==> src/rtl/uart_nand_sequencer_if.sv <==
// Bus bundle between the UART page sequencer and its surroundings: UART byte
// link, shared page RAM port, the NAND controller's RAM port and its handshake.
`timescale 1ns/1ps
interface uart_nand_sequencer_if;
    logic [7:0]  rx_data;
    logic        rx_valid;
    logic [7:0]  tx_data;
    logic        tx_start;
    logic        tx_busy;
    logic [11:0] ram_addr;
    logic [7:0]  ram_wdata;
    logic        ram_we;
    logic [7:0]  ram_rdata;
    logic [11:0] nc_ram_addr;
    logic [7:0]  nc_ram_wdata;
    logic        nc_ram_we;
    logic [7:0]  nc_ram_rdata;
    logic        nand_ready;
    logic        nand_done;
    logic        page_done;
    logic        err;
    logic        rx_drop;

    // Sequencer side
    modport slave (
        input  rx_data, rx_valid, tx_busy, ram_rdata,
               nc_ram_addr, nc_ram_wdata, nc_ram_we, nand_done,
        output tx_data, tx_start, ram_addr, ram_wdata, ram_we,
               nc_ram_rdata, nand_ready, page_done, err, rx_drop
    );

    // Environment side (UART, RAM, NAND controller)
    modport master (
        output rx_data, rx_valid, tx_busy, ram_rdata,
               nc_ram_addr, nc_ram_wdata, nc_ram_we, nand_done,
        input  tx_data, tx_start, ram_addr, ram_wdata, ram_we,
               nc_ram_rdata, nand_ready, page_done, err, rx_drop
    );
endinterface

==> src/rtl/uart_nand_sequencer.sv <==
// Page-read sequencer: collects an 0xA5-framed command from the UART into the
// shared RAM, lends the RAM to the NAND controller until it reports done (or
// the wait times out), then streams the captured page back out over the UART.
`timescale 1ns/1ps
module uart_nand_sequencer #(
    parameter int CMD_SIZE   = 7,
    parameter int DATA_BASE  = 8,
    parameter int PAGE_BYTES = 2112,
    parameter int TIMEOUT    = 1048576
) (
    input logic                   clk,
    input logic                   rst,
    uart_nand_sequencer_if.slave  bus
);

    typedef enum logic [3:0] {
        S_IDLE,
        S_RX_CMD,
        S_START,
        S_NAND_WAIT,
        S_RD_REQ,
        S_RD_WAIT,
        S_TX_START,
        S_TX_WAIT,
        S_DONE,
        S_ERR
    } state_t;

    localparam logic [7:0]  SYNC_BYTE  = 8'hA5;
    localparam logic [7:0]  ERR_BYTE   = 8'hEE;
    localparam logic [2:0]  CMD_LAST   = 3'(CMD_SIZE - 1);
    localparam logic [11:0] DATA_START = 12'(DATA_BASE);
    // sent+1 == PAGE_BYTES is tested as sent == PAGE_BYTES-1 to stay in 12 bits
    localparam logic [11:0] SENT_LAST  = 12'(PAGE_BYTES - 1);
    localparam logic [20:0] TIMER_LAST = 21'(TIMEOUT - 1);

    state_t      state_q, state_d;
    logic [2:0]  cmd_cnt_q, cmd_cnt_d;
    logic [11:0] rd_ptr_q, rd_ptr_d;
    logic [11:0] sent_q, sent_d;
    logic [20:0] timer_q, timer_d;
    logic        grant_q, grant_d;
    logic        nand_ready_q, nand_ready_d;
    logic [7:0]  tx_data_q, tx_data_d;

    // Sequencer's own RAM request and single-cycle strobes
    logic [11:0] seq_addr;
    logic [7:0]  seq_wdata;
    logic        seq_we;
    logic        tx_start;
    logic        page_done;
    logic        err;
    logic        rx_drop;

    // State and datapath registers, cleared by the synchronous active-low reset
    always_ff @(posedge clk) begin
        if (!rst) begin
            state_q      <= S_IDLE;
            cmd_cnt_q    <= 3'd0;
            rd_ptr_q     <= 12'd0;
            sent_q       <= 12'd0;
            timer_q      <= 21'd0;
            grant_q      <= 1'b0;
            nand_ready_q <= 1'b0;
            tx_data_q    <= 8'h00;
        end else begin
            state_q      <= state_d;
            cmd_cnt_q    <= cmd_cnt_d;
            rd_ptr_q     <= rd_ptr_d;
            sent_q       <= sent_d;
            timer_q      <= timer_d;
            grant_q      <= grant_d;
            nand_ready_q <= nand_ready_d;
            tx_data_q    <= tx_data_d;
        end
    end

    // Next-state and strobe decode for the command / NAND / stream sequence
    always_comb begin
        state_d      = state_q;
        cmd_cnt_d    = cmd_cnt_q;
        rd_ptr_d     = rd_ptr_q;
        sent_d       = sent_q;
        timer_d      = timer_q;
        grant_d      = grant_q;
        nand_ready_d = nand_ready_q;
        tx_data_d    = tx_data_q;
        seq_addr     = 12'd0;
        seq_wdata    = 8'h00;
        seq_we       = 1'b0;
        tx_start     = 1'b0;
        page_done    = 1'b0;
        err          = 1'b0;
        // Only the two receiving states consume UART bytes; anything else is lost
        rx_drop      = bus.rx_valid && (state_q != S_IDLE) && (state_q != S_RX_CMD);

        case (state_q)
            S_IDLE: begin
                if (bus.rx_valid && (bus.rx_data == SYNC_BYTE)) begin
                    cmd_cnt_d = 3'd0;
                    state_d   = S_RX_CMD;
                end
            end

            S_RX_CMD: begin
                // No resync inside a frame: 0xA5 here is ordinary command data
                seq_addr = {9'd0, cmd_cnt_q};
                if (bus.rx_valid) begin
                    seq_we    = 1'b1;
                    seq_wdata = bus.rx_data;
                    cmd_cnt_d = cmd_cnt_q + 3'd1;
                    if (cmd_cnt_q == CMD_LAST) begin
                        // Hand over the RAM with the last write so ready shows
                        // up exactly one cycle after it
                        grant_d      = 1'b1;
                        nand_ready_d = 1'b1;
                        state_d      = S_START;
                    end
                end
            end

            S_START: begin
                grant_d      = 1'b1;
                nand_ready_d = 1'b1;
                timer_d      = 21'd0;
                state_d      = S_NAND_WAIT;
            end

            S_NAND_WAIT: begin
                timer_d = timer_q + 21'd1;
                // Done takes priority over a timeout landing in the same cycle
                if (bus.nand_done) begin
                    nand_ready_d = 1'b0;
                    grant_d      = 1'b0;
                    rd_ptr_d     = DATA_START;
                    sent_d       = 12'd0;
                    state_d      = S_RD_REQ;
                end else if (timer_q == TIMER_LAST) begin
                    nand_ready_d = 1'b0;
                    grant_d      = 1'b0;
                    tx_data_d    = ERR_BYTE;
                    state_d      = S_ERR;
                end
            end

            S_RD_REQ: begin
                seq_addr = rd_ptr_q;
                state_d  = S_RD_WAIT;
            end

            S_RD_WAIT: begin
                // RAM read data arrives one cycle after the address
                tx_data_d = bus.ram_rdata;
                state_d   = S_TX_START;
            end

            S_TX_START: begin
                if (!bus.tx_busy) begin
                    tx_start = 1'b1;
                    state_d  = S_TX_WAIT;
                end
            end

            S_TX_WAIT: begin
                // tx_busy is already high on entry, so this waits for frame end
                if (!bus.tx_busy) begin
                    sent_d = sent_q + 12'd1;
                    if (sent_q == SENT_LAST) begin
                        state_d = S_DONE;
                    end else begin
                        rd_ptr_d = rd_ptr_q + 12'd1;
                        state_d  = S_RD_REQ;
                    end
                end
            end

            S_DONE: begin
                page_done = 1'b1;
                state_d   = S_IDLE;
            end

            S_ERR: begin
                nand_ready_d = 1'b0;
                tx_data_d    = ERR_BYTE;
                if (!bus.tx_busy) begin
                    tx_start = 1'b1;
                    err      = 1'b1;
                    state_d  = S_IDLE;
                end
            end

            default: begin
                state_d = S_IDLE;
            end
        endcase
    end

    // RAM port arbitration: the controller owns the port while granted
    assign bus.ram_addr     = grant_q ? bus.nc_ram_addr  : seq_addr;
    assign bus.ram_wdata    = grant_q ? bus.nc_ram_wdata : seq_wdata;
    assign bus.ram_we       = grant_q ? bus.nc_ram_we    : seq_we;
    assign bus.nc_ram_rdata = bus.ram_rdata;

    assign bus.tx_data    = tx_data_q;
    assign bus.tx_start   = tx_start;
    assign bus.nand_ready = nand_ready_q;
    assign bus.page_done  = page_done;
    assign bus.err        = err;
    assign bus.rx_drop    = rx_drop;

endmodule

==> src/flat_wrapper.sv <==
// flat-port wrapper written by rule: the top's interface ports become plain ports
module uart_nand_sequencer_flat 
#(
    parameter int CMD_SIZE   = 7,
    parameter int DATA_BASE  = 8,
    parameter int PAGE_BYTES = 2112,
    parameter int TIMEOUT    = 1048576
)
  (clk, rst, bus_rx_data, bus_rx_valid, bus_tx_busy, bus_ram_rdata, bus_nc_ram_addr, bus_nc_ram_wdata, bus_nc_ram_we, bus_nand_done, bus_tx_data, bus_tx_start, bus_ram_addr, bus_ram_wdata, bus_ram_we, bus_nc_ram_rdata, bus_nand_ready, bus_page_done, bus_err, bus_rx_drop);
  uart_nand_sequencer_if bus_i ();
  input logic clk;
  input logic rst;
  input wire logic [$bits(bus_i.rx_data)-1:0] bus_rx_data;
  input wire logic [$bits(bus_i.rx_valid)-1:0] bus_rx_valid;
  input wire logic [$bits(bus_i.tx_busy)-1:0] bus_tx_busy;
  input wire logic [$bits(bus_i.ram_rdata)-1:0] bus_ram_rdata;
  input wire logic [$bits(bus_i.nc_ram_addr)-1:0] bus_nc_ram_addr;
  input wire logic [$bits(bus_i.nc_ram_wdata)-1:0] bus_nc_ram_wdata;
  input wire logic [$bits(bus_i.nc_ram_we)-1:0] bus_nc_ram_we;
  input wire logic [$bits(bus_i.nand_done)-1:0] bus_nand_done;
  output wire logic [$bits(bus_i.tx_data)-1:0] bus_tx_data;
  output wire logic [$bits(bus_i.tx_start)-1:0] bus_tx_start;
  output wire logic [$bits(bus_i.ram_addr)-1:0] bus_ram_addr;
  output wire logic [$bits(bus_i.ram_wdata)-1:0] bus_ram_wdata;
  output wire logic [$bits(bus_i.ram_we)-1:0] bus_ram_we;
  output wire logic [$bits(bus_i.nc_ram_rdata)-1:0] bus_nc_ram_rdata;
  output wire logic [$bits(bus_i.nand_ready)-1:0] bus_nand_ready;
  output wire logic [$bits(bus_i.page_done)-1:0] bus_page_done;
  output wire logic [$bits(bus_i.err)-1:0] bus_err;
  output wire logic [$bits(bus_i.rx_drop)-1:0] bus_rx_drop;
  assign bus_i.rx_data = bus_rx_data;
  assign bus_i.rx_valid = bus_rx_valid;
  assign bus_i.tx_busy = bus_tx_busy;
  assign bus_i.ram_rdata = bus_ram_rdata;
  assign bus_i.nc_ram_addr = bus_nc_ram_addr;
  assign bus_i.nc_ram_wdata = bus_nc_ram_wdata;
  assign bus_i.nc_ram_we = bus_nc_ram_we;
  assign bus_i.nand_done = bus_nand_done;
  assign bus_tx_data = bus_i.tx_data;
  assign bus_tx_start = bus_i.tx_start;
  assign bus_ram_addr = bus_i.ram_addr;
  assign bus_ram_wdata = bus_i.ram_wdata;
  assign bus_ram_we = bus_i.ram_we;
  assign bus_nc_ram_rdata = bus_i.nc_ram_rdata;
  assign bus_nand_ready = bus_i.nand_ready;
  assign bus_page_done = bus_i.page_done;
  assign bus_err = bus_i.err;
  assign bus_rx_drop = bus_i.rx_drop;
  uart_nand_sequencer #(.CMD_SIZE(CMD_SIZE), .DATA_BASE(DATA_BASE), .PAGE_BYTES(PAGE_BYTES), .TIMEOUT(TIMEOUT)) u_core (.clk(clk), .rst(rst), .bus(bus_i));
endmodule
==> config.mk <==
export PLATFORM = sky130hd
export DESIGN_NAME = uart_nand_sequencer_flat
export DESIGN_NICKNAME = d
export VERILOG_FILES = /design/src/rtl/uart_nand_sequencer_if.sv /design/src/rtl/uart_nand_sequencer.sv /design/src/flat_wrapper.sv
export SDC_FILE = /design/constraint.sdc
export NUM_CORES = 1
export LEC_CHECK = 0
export CAP_MARGIN = 20
export CELL_PAD_IN_SITES_DETAIL_PLACEMENT = 1
export CELL_PAD_IN_SITES_GLOBAL_PLACEMENT = 1
export CORE_ASPECT_RATIO = 0.5
export CORE_UTILIZATION = 36
export CTS_BUF_LIST = sky130_fd_sc_hd__clkbuf_8 sky130_fd_sc_hd__clkbuf_16
export DETAILED_ROUTE_END_ITERATION = 6
export GPL_TIMING_DRIVEN = 1
export PLACE_DENSITY_LB_ADDON = 0.12
export SYNTH_ARGS = -nofsm -noshare
export SYNTH_HDL_FRONTEND = slang
export SYNTH_SLANG_ARGS = --single-unit
==> constraint.sdc <==
create_clock -name clk -period 2.46 [get_ports clk]
set_clock_uncertainty 0.1 [all_clocks]
set_input_delay 0.492 -clock clk [delete_from_list [all_inputs] [get_ports clk]]
set_output_delay 0.492 -clock clk [all_outputs]
set_load 0.01 [all_outputs]
# --- Word level (Yosys, flattened, before mapping) ---
# Cells that the tools add are included.
op_classes:
  n_addsub: 4
  eq_ne: 25
  muxes: 42
  n_reduce_logical: 19
op_table:
  columns: ["op", "count"]
  rows:
  - ["$mux 12", 6]
  - ["$pmux 12 s2", 3]
  - ["$pmux 21 s2", 1]
  - ["$mux 8", 5]
  - ["$mux 4", 9]
  - ["$pmux 4 s9", 1]
  - ["$add 12x1->12 const B", 2]
  - ["$pmux 8 s3", 1]
  - ["$add 21x1->21 const B", 1]
  - ["$eq 21x20->1 const B", 1]
  - ["$eq 4x3->1 const B", 4]
  - ["$ne 2x2->1 const B", 7]
  - ["$eq 12x12->1 const B", 1]
  - ["$reduce_and 4->1", 3]
  - ["$mux 1", 11]
  - ["$reduce_and 3->1", 3]
  - ["$eq 4x2->1 const B", 2]
  - ["$eq 4x4->1 const B", 2]
  - ["$eq 8x8->1 const B", 1]
  - ["$reduce_bool 4->1", 2]
  - ["$reduce_and 7->1", 1]
  - ["$mux 3", 2]
  - ["$ne 2x1->1 const B", 3]
  - ["$pmux 3 s2", 1]
  - ["other kinds (12)", 17]
totals:
  regBits: 62
  input_bits: 42
  output_inout_bits: 42
  elab_cells: 98

# --- Depth between registers and ports, before layout ---
# Gate-level depths: netlist of the first run.
depth:
  ltp_word: 4
  depth_mapped: 7
  ltp_nobuf: 7

# --- Least setup slack after synthesis of the first run ---
# Ideal clock, no wire load.
synth_path:
  path_kind: "reg-to-output"
  from: "register u_core.state_q[2]"
  to: "output port bus_ram_addr[2]"
  arrival_ns: 1.605
  required_ns: 1.868
  setup_slack_ns: 0.263
  path_stages_with_launch: 8
  path_buffers: 3
  path_cell_list: "dfxtp_1 -> buf_2 -> buf_2 -> nand2_1 -> nor3_1 -> buf_2 -> a22oi_1 -> o21ai_0"
synth_via:
  elab_chain_len: 3
  elab_cells_between_ends: 4
  classes_between: "eq/ne: 2; mux: 2"
synth_rtl:
  columns: ["element", "line_no", "text"]
  rows:
  - ["start: declaration", "uart_nand_sequencer.sv:37", "state_t state_q, state_d;"]
  - ["start signal: assignment", "uart_nand_sequencer.sv:67", "state_q <= state_d;"]
  - ["$eq 4x3->1 or $eq 4x1->1 (tied branches)", "uart_nand_sequencer.sv:97", "case (state_q)"]
  - ["$pmux 12 s2 *", "uart_nand_sequencer.sv:97", null]
  - ["$mux 12 *", "uart_nand_sequencer.sv:199", "assign bus.ram_addr = grant_q ? bus.nc_ram_addr : seq_addr;"]
  - ["end: declaration", "flat_wrapper.sv:23", "output wire logic [$bits(bus_i.ram_addr)-1:0] bus_ram_addr;"]
# Mark *: on every way between the ends. The rest lies on a longest branch, timed or not.

# --- Worst setup path after layout of the first run ---
layout_path:
  from: "register u_core.state_q[3]"
  to: "output port bus_ram_addr[2]"
# The elaborated chain is that of the path after synthesis.

==> flow_summary.json, run 1 <==
{
  "post-dp-hpwl_um": 8660,
  "post-route-period-util": 0.956,
  "critPathSlowestCell": "dfxtp_1",
  "worst-r2r-cell-count": 7,
  "wl_um": 11900,
  "yosysSeqAreaShare": 0.333,
  "drtAntennaViolNets": 0,
  "final_util": 0.529,
  "r2r-end": "u_core.rd_ptr_q[11]",
  "cts.sinks": 62,
  "clk_latency_ns": 0.34,
  "powerDensity_nw_per_um2": 667,
  "crit_path_max_fanout": 6,
  "die_x_um": 146,
  "gp_congestion": 0.829,
  "hold_class": "reg -> reg",
  "drc": 0,
  "leakage_nw": 2.00,
  "arrival_ns": 1.76,
  "min_path_cells": 2,
  "fin_crit_ns": 2.35,
  "rsz0062_at_grt": "yes",
  "maxClockFrequency_ghz": 0.425,
  "cpPeakStageDelay_ns": 0.32,
  "synth-edff-count": 0,
  "syn_to_final_growth_pct": 38.2,
  "die-area_um2": 10800,
  "syn_inst": 501,
  "dpl_cell_area_um2": 4820,
  "syn_nets": 548,
  "grt_usage": 0.227,
  "end_kind": "output port",
  "design_area_um2": 5160,
  "worstHoldEndpoint": "u_core.bus.tx_data[2]",
  "grt_pass1_vias": 3984,
  "hold_start": "u_core.bus.tx_data[2]",
  "cts_tree": "done",
  "routedWlPerCell_um": 16.2,
  "synth_warnings": 0,
  "grt_max_degree": 44,
  "crit_chain": "inv_1 > nand2_2 > nor3_4 > buf_6 > a22oi_1 > o21ai_0 > clkdlybuf4s15_1",
  "ys.flop_type": "dfxtp_1",
  "setup_viol": 0,
  "num_io_pins": 84,
  "synth-seq-cells": 62,
  "drtIter0Drc": 204,
  "regToRegSetupSlack_ns": 0.23,
  "max-cap-violations": 0,
  "ys_async_sr_fraction": 0,
  "vias": 4012,
  "overflow": 0,
  "clkTransAtPathRegs_ns": 0.06,
  "finalHoldViolCount": 0,
  "port_buffers": 83,
  "dp_cells": 717,
  "relSlewSlack": 0.632,
  "tightest_slew_ns": 0.547,
  "core.rowCount": 25,
  "antenna_found_initial": 0,
  "initial_utilization": 0.382,
  "die_h_um": 74,
  "status": "finished, final reports clean",
  "avgSynthCellArea_um2": 7.45,
  "dr.pass1.iters": 4,
  "cts_root_buf": "clkbuf_16",
  "clockBufferDepth": 2,
  "synth_cell_type_count": 65,
  "final-max-slew-violation-count": 0,
  "fin_nets": 642,
  "start_kind": "flip-flop",
  "whs_ns": 0.345,
  "num_antenna_cells": 0,
  "numCtsBuffers": 9,
  "core-area_um2": 9760,
  "synthesis.area_um2": 3730,
  "cts_htree_levels": 3,
  "crit_type": "reg -> out",
  "viasPerCell": 5.46,
  "cp.required_ns": 1.87,
  "regToRegStartpoint": "u_core.sent_q[0]",
  "drive_above_1_share": 0.135,
  "final_cell_count_no_fill": 735,
  "grt_pass1_wl_um": 19400,
  "worst_ir_drop_vdd_mv": 0.297
}
[cells by family (layout without fill, tap and decap cells)]
logic type,after synthesis,in the layout,synth area share
simple gates,224,224,0.305
compound gates,135,135,0.236
flops,62,62,0.333
buf+inv,58,157,0.0691
xor+xnor,16,16,0.0375
fa+ha+maj,5,5,0.0168
mux,1,1,0.00268
[metal layers]
layer,track usage,share of wire
met3,0.0528,0.029
met4,0.0683,0.013
met2,0.411,0.49
met1,0.275,0.47
met5,0,0
[cell usage in the layout (no fill, tap or decap), types with 6 or more instances in the layout]
| cell | count |
|---|---|
| nor2_1 | 40 |
| clkdlybuf4s50_1 | 59 |
| and2_1 | 6 |
| dlygate4sd2_1 | 12 |
| xor2_1 | 6 |
| o21ai_0 | 49 |
| dfxtp_1 | 59 |
| clkbuf_16 | 9 |
| nor4_1 | 8 |
| dlymetal6s2s_1 | 11 |
| nor3_1 | 15 |
| a311oi_1 | 6 |
| nand3_1 | 25 |
| nand4_1 | 11 |
| inv_1 | 20 |
| xnor2_1 | 10 |
| buf_4 | 38 |
| a21oi_1 | 29 |
| nand2_1 | 73 |
| a211oi_1 | 6 |
[power breakdown]
part,switching (mW),internal [mW]
sequential,0.0510,1.06
combinational,0.633,0.538
clock,0.468,0.695
total,1.15,2.29
[worst max path at each step]
stage / from / to / slack, ns / cells after the start
5_1_grt: u_core.state_q[3] / bus_ram_addr[10] / -0.009 / 7
4_1_cts: u_core.state_q[0] / bus_ram_wdata[5] / -0.15 / 5
2_1_floorplan: u_core.state_q[2] / bus_ram_addr[2] / 0.26 / 7
6_report: u_core.state_q[3] / bus_ram_addr[2] / 0.11 / 7
3_5_place_dp: bus_rx_valid / bus_ram_wdata[6] / -0.26 / 5
3_3_place_gp: bus_rx_valid / bus_ram_wdata[1] / -0.19 / 5
[registers in the layout, indices dropped and copies added (netlist names)]
register / count
u_core.cmd_cnt_q: 3
u_core.timer_q: 21
u_core.bus.nand_ready: 1
u_core.rd_ptr_q: 12
u_core.bus.tx_data: 8
u_core.sent_q: 12
u_core.state_q: 4
u_core.grant_q: 1
[cell type report]
type | count | area [µm²]
fillers | 1228 | 4600
multi-input cells | 381 | 2260
flip-flops and latches | 62 | 1240
repair buffers | 122 | 1140
clock buffers | 10 | 239
well taps | 135 | 169
inverters | 19 | 71.3
clock inverters | 6 | 30.0
[per-stage QoR]
stage	setup slack [ns]	total power, mW	TNS (ns)
finish	0.109	3.44	0
global route	-0.00937	3.61	-0.0182
CTS	-0.154	3.46	-1.26
detailed placement	-0.262	2.30	-2.04
global placement	-0.192	2.29	-1.53
floorplan	0.263	1.71	0
[critical path: cells and delay by family (launching register included)]
kind,cells,cell delay [ns]
AND/OR/NAND/NOR,2,0.31
buffers and inverters,3,0.51
flip-flops,1,0.32
AO/OA/AOI/OAI,2,0.28
[Yosys cell counts (3+ instances only)]
cell      instances  share of area
clkbuf_1         23          0.023
xnor2_1          10          0.023
a22oi_1           4         0.0080
xor2_1            6          0.014
o31a_1            3         0.0070
nand3_1          25          0.034
nor4_1            8          0.013
dfxtp_1          62           0.33
nand2b_1          4         0.0067
nand2_1          74          0.074
nor3_1           16          0.021
o21ai_0          49          0.066
o211a_1           3         0.0080
nand4_1          11          0.018
a31oi_1           5         0.0084
a21oi_2           5          0.012
buf_4             8          0.016
a21oi_1          29          0.039
nand4b_1          3         0.0070
ha_1              5          0.017
a211oi_1          6          0.012
buf_2             6         0.0080
and4_1            4         0.0094
nor2_1           40          0.040
or4_1             4         0.0080
or3_1             3         0.0050
or3_2             3         0.0060
and2_1            6          0.010
and3_1            5         0.0084
o21ai_1           3         0.0040
a311oi_1          6          0.014
a41oi_1           3         0.0070
inv_1            18          0.018
nor2b_1           3         0.0050
[repair_timing]
item                                    CTS  global route
resized for setup                        22            18
endpoints found under the setup margin   22            17
endpoints found under the hold margin     0             0
hold buffers                              0             0
setup buffers                             0             1
gates cloned                              1             0
pin swaps                                 0             1
No activity file was read; power rests on OpenSTA's default activity.
==> run 2: changes to the inputs <==
CTS_BUF_LIST = sky130_fd_sc_hd__clkbuf_4 sky130_fd_sc_hd__clkbuf_8 sky130_fd_sc_hd__clkbuf_16   (was sky130_fd_sc_hd__clkbuf_8 sky130_fd_sc_hd__clkbuf_16)
TNS_END_PERCENT = 5   (was default)
==> flow_summary.json, run 2 (synthesis gave the netlist of run 1 again) <==
{
  "crit_path_max_fanout": 6,
  "num_antenna_cells": 0,
  "dr.pass1.iters": 5,
  "hold_buffers": 0,
  "pwr-share-seq": 0.322,
  "max-cap-violations": 0,
  "grt_pass1_wl_um": 19400,
  "reg_top3": "u_core.timer_q (21), u_core.rd_ptr_q (12), u_core.sent_q (12)",
  "clk_latency_ns": 0.33,
  "final_common_cell": "nand2_1",
  "maxClockFrequency_ghz": 0.423,
  "design_area_um2": 5130,
  "p_int_mw": 2.30,
  "final_util": 0.525,
  "gp_congestion": 0.829,
  "grt_max_degree": 44,
  "dpl_cell_area_um2": 4820,
  "clockPowerShare": 0.346,
  "comb_power_share": 0.333,
  "clkTransAtPathRegs_ns": 0.06,
  "overflow": 0,
  "num_io_pins": 84,
  "die-area_um2": 10800,
  "initial_utilization": 0.382,
  "post-route-period-util": 0.962,
  "drc": 0,
  "finalHoldViolCount": 0,
  "cts_tree": "done",
  "cts_root_buf": "clkbuf_16",
  "critical_path_buf_inv_count": 3,
  "routedWlPerCell_um": 16.2,
  "final-max-slew-violation-count": 0,
  "cpPeakStageDelay_ns": 0.32,
  "port_buffers": 83,
  "antenna_found_initial": 0,
  "path_depth": 7,
  "worst-r2r-cell-count": 7,
  "rsz0062_at_grt": "yes",
  "leakage_nw": 1.89,
  "fin_nets": 641,
  "crit_type": "reg -> out",
  "wl_um": 11900,
  "critPathSlowestCell": "dfxtp_1",
  "post-dp-hpwl_um": 8660,
  "die_x_um": 146,
  "core.rowCount": 25,
  "cp.required_ns": 1.87,
  "relSlewSlack": 0.633,
  "crit_chain": "inv_1 > nand2_2 > nor3_4 > buf_6 > a22oi_1 > o21ai_0 > dlygate4sd2_1",
  "end_kind": "output port",
  "syn_to_final_growth_pct": 37.4,
  "arrival_ns": 1.77,
  "numCtsBuffers": 9,
  "dp_cells": 717,
  "die_h_um": 74,
  "cts.sinks": 62,
  "grt_pass1_vias": 3996,
  "tightest_slew_ns": 0.546,
  "vias": 4003,
  "worst_ir_drop_vdd_mv": 0.300,
  "viasPerCell": 5.45,
  "max_flop_register": "u_core.timer_q",
  "hold_class": "reg -> reg",
  "fin_crit_ns": 2.37,
  "totalPowerFinal_mw": 3.44,
  "final_cell_count_no_fill": 734,
  "setup_viol": 0,
  "cts_setup_buffers": 0,
  "core-area_um2": 9760,
  "switching_share": 0.332,
  "critPathTopFamily": "buffers and inverters",
  "min_path_cells": 2,
  "cts_htree_levels": 3,
  "status": "finished, final reports clean",
  "drtAntennaViolNets": 0,
  "clockBufferDepth": 2,
  "layout.cells.most_common_list": "nand2_1, clkdlybuf4s50_1, dfxtp_1",
  "start_kind": "flip-flop",
  "powerDensity_nw_per_um2": 672,
  "grt_usage": 0.227,
  "drive_above_1_share": 0.137,
  "largest_reg_flops": 21,
  "drtIter0Drc": 237,
  "p_sw_mw": 1.14
}
==> run 2: power groups by stage <==
stage | clock network (mW) | logic, mW | registers (mW)
6_report | 1.19 | 1.15 | 1.11
5_1_grt | 1.25 | 1.25 | 1.12
4_1_cts | 1.22 | 1.15 | 1.11
3_5_place_dp | 0 | 1.19 | 1.12
3_3_place_gp | 0 | 1.17 | 1.11
2_1_floorplan | 0 | 0.596 | 1.11
==> run 2: routing by layer <==
layer / part of all wire / wire (µm) / track usage / vias up
li1: - / - / - / 1990
met1: 0.47 / 5590 / 0.274 / 1943
met2: 0.49 / 5770 / 0.413 / 56
met3: 0.031 / 365 / 0.0528 / 14
met4: 0.013 / 153 / 0.0683 / 0
met5: 0 / 0 / 0 / -
==> run 2: worst register-to-register path, cell delays in order, from the launching register on <==
cell and delay [ns]:
dfxtp_1 0.42, ha_1 0.29, nand3_1 0.22, or3_4 0.48, o2111ai_4 0.29, buf_4 0.17
o31ai_1 0.08, a21oi_2 0.11
==> run 2: final cells by class <==
class	count	area (µm²)
sequential	62	1240
inverter	19	71.3
timing repair buffer	121	1100
clock inverter	4	22.5
fill	1231	4630
clock buffer	12	254
multi-input combinational	381	2260
tap	135	169
==> run 2: path summary, 6_finish.rpt <==
path                                             from               endpoint  slack, ns
worst max register to register       u_core.sent_q[0]    u_core.rd_ptr_q[11]       0.24
worst min register to register  u_core.bus.tx_data[2]  u_core.bus.tx_data[2]       0.35
worst min-delay path            u_core.bus.tx_data[2]  u_core.bus.tx_data[2]       0.35
worst max-delay path                u_core.state_q[3]        bus_ram_addr[2]       0.09
==> run 2: repair_timing <==
| action | CTS | global route |
|---|---|---|
| gates cloned | 1 | 0 |
| resized for setup | 35 | 4 |
| endpoints found under the setup margin | 22 | 8 |
==> run 2: stage by stage <==
stage               hold WS (ns)  setup TNS, ns  setup slack, ns
global route               0.374        -0.0299          -0.0205
detailed placement         0.337          -2.04           -0.262
global placement           0.331          -1.53           -0.192
finish                     0.345              0           0.0932
floorplan                  0.361              0            0.263
CTS                        0.346              0           0.0170
==> run 3: changes to the inputs <==
CTS_CLUSTER_SIZE = 16   (was default)
==> results of run 3 <==
No change in the layout: final DEF, timing and power equal those of run 2.
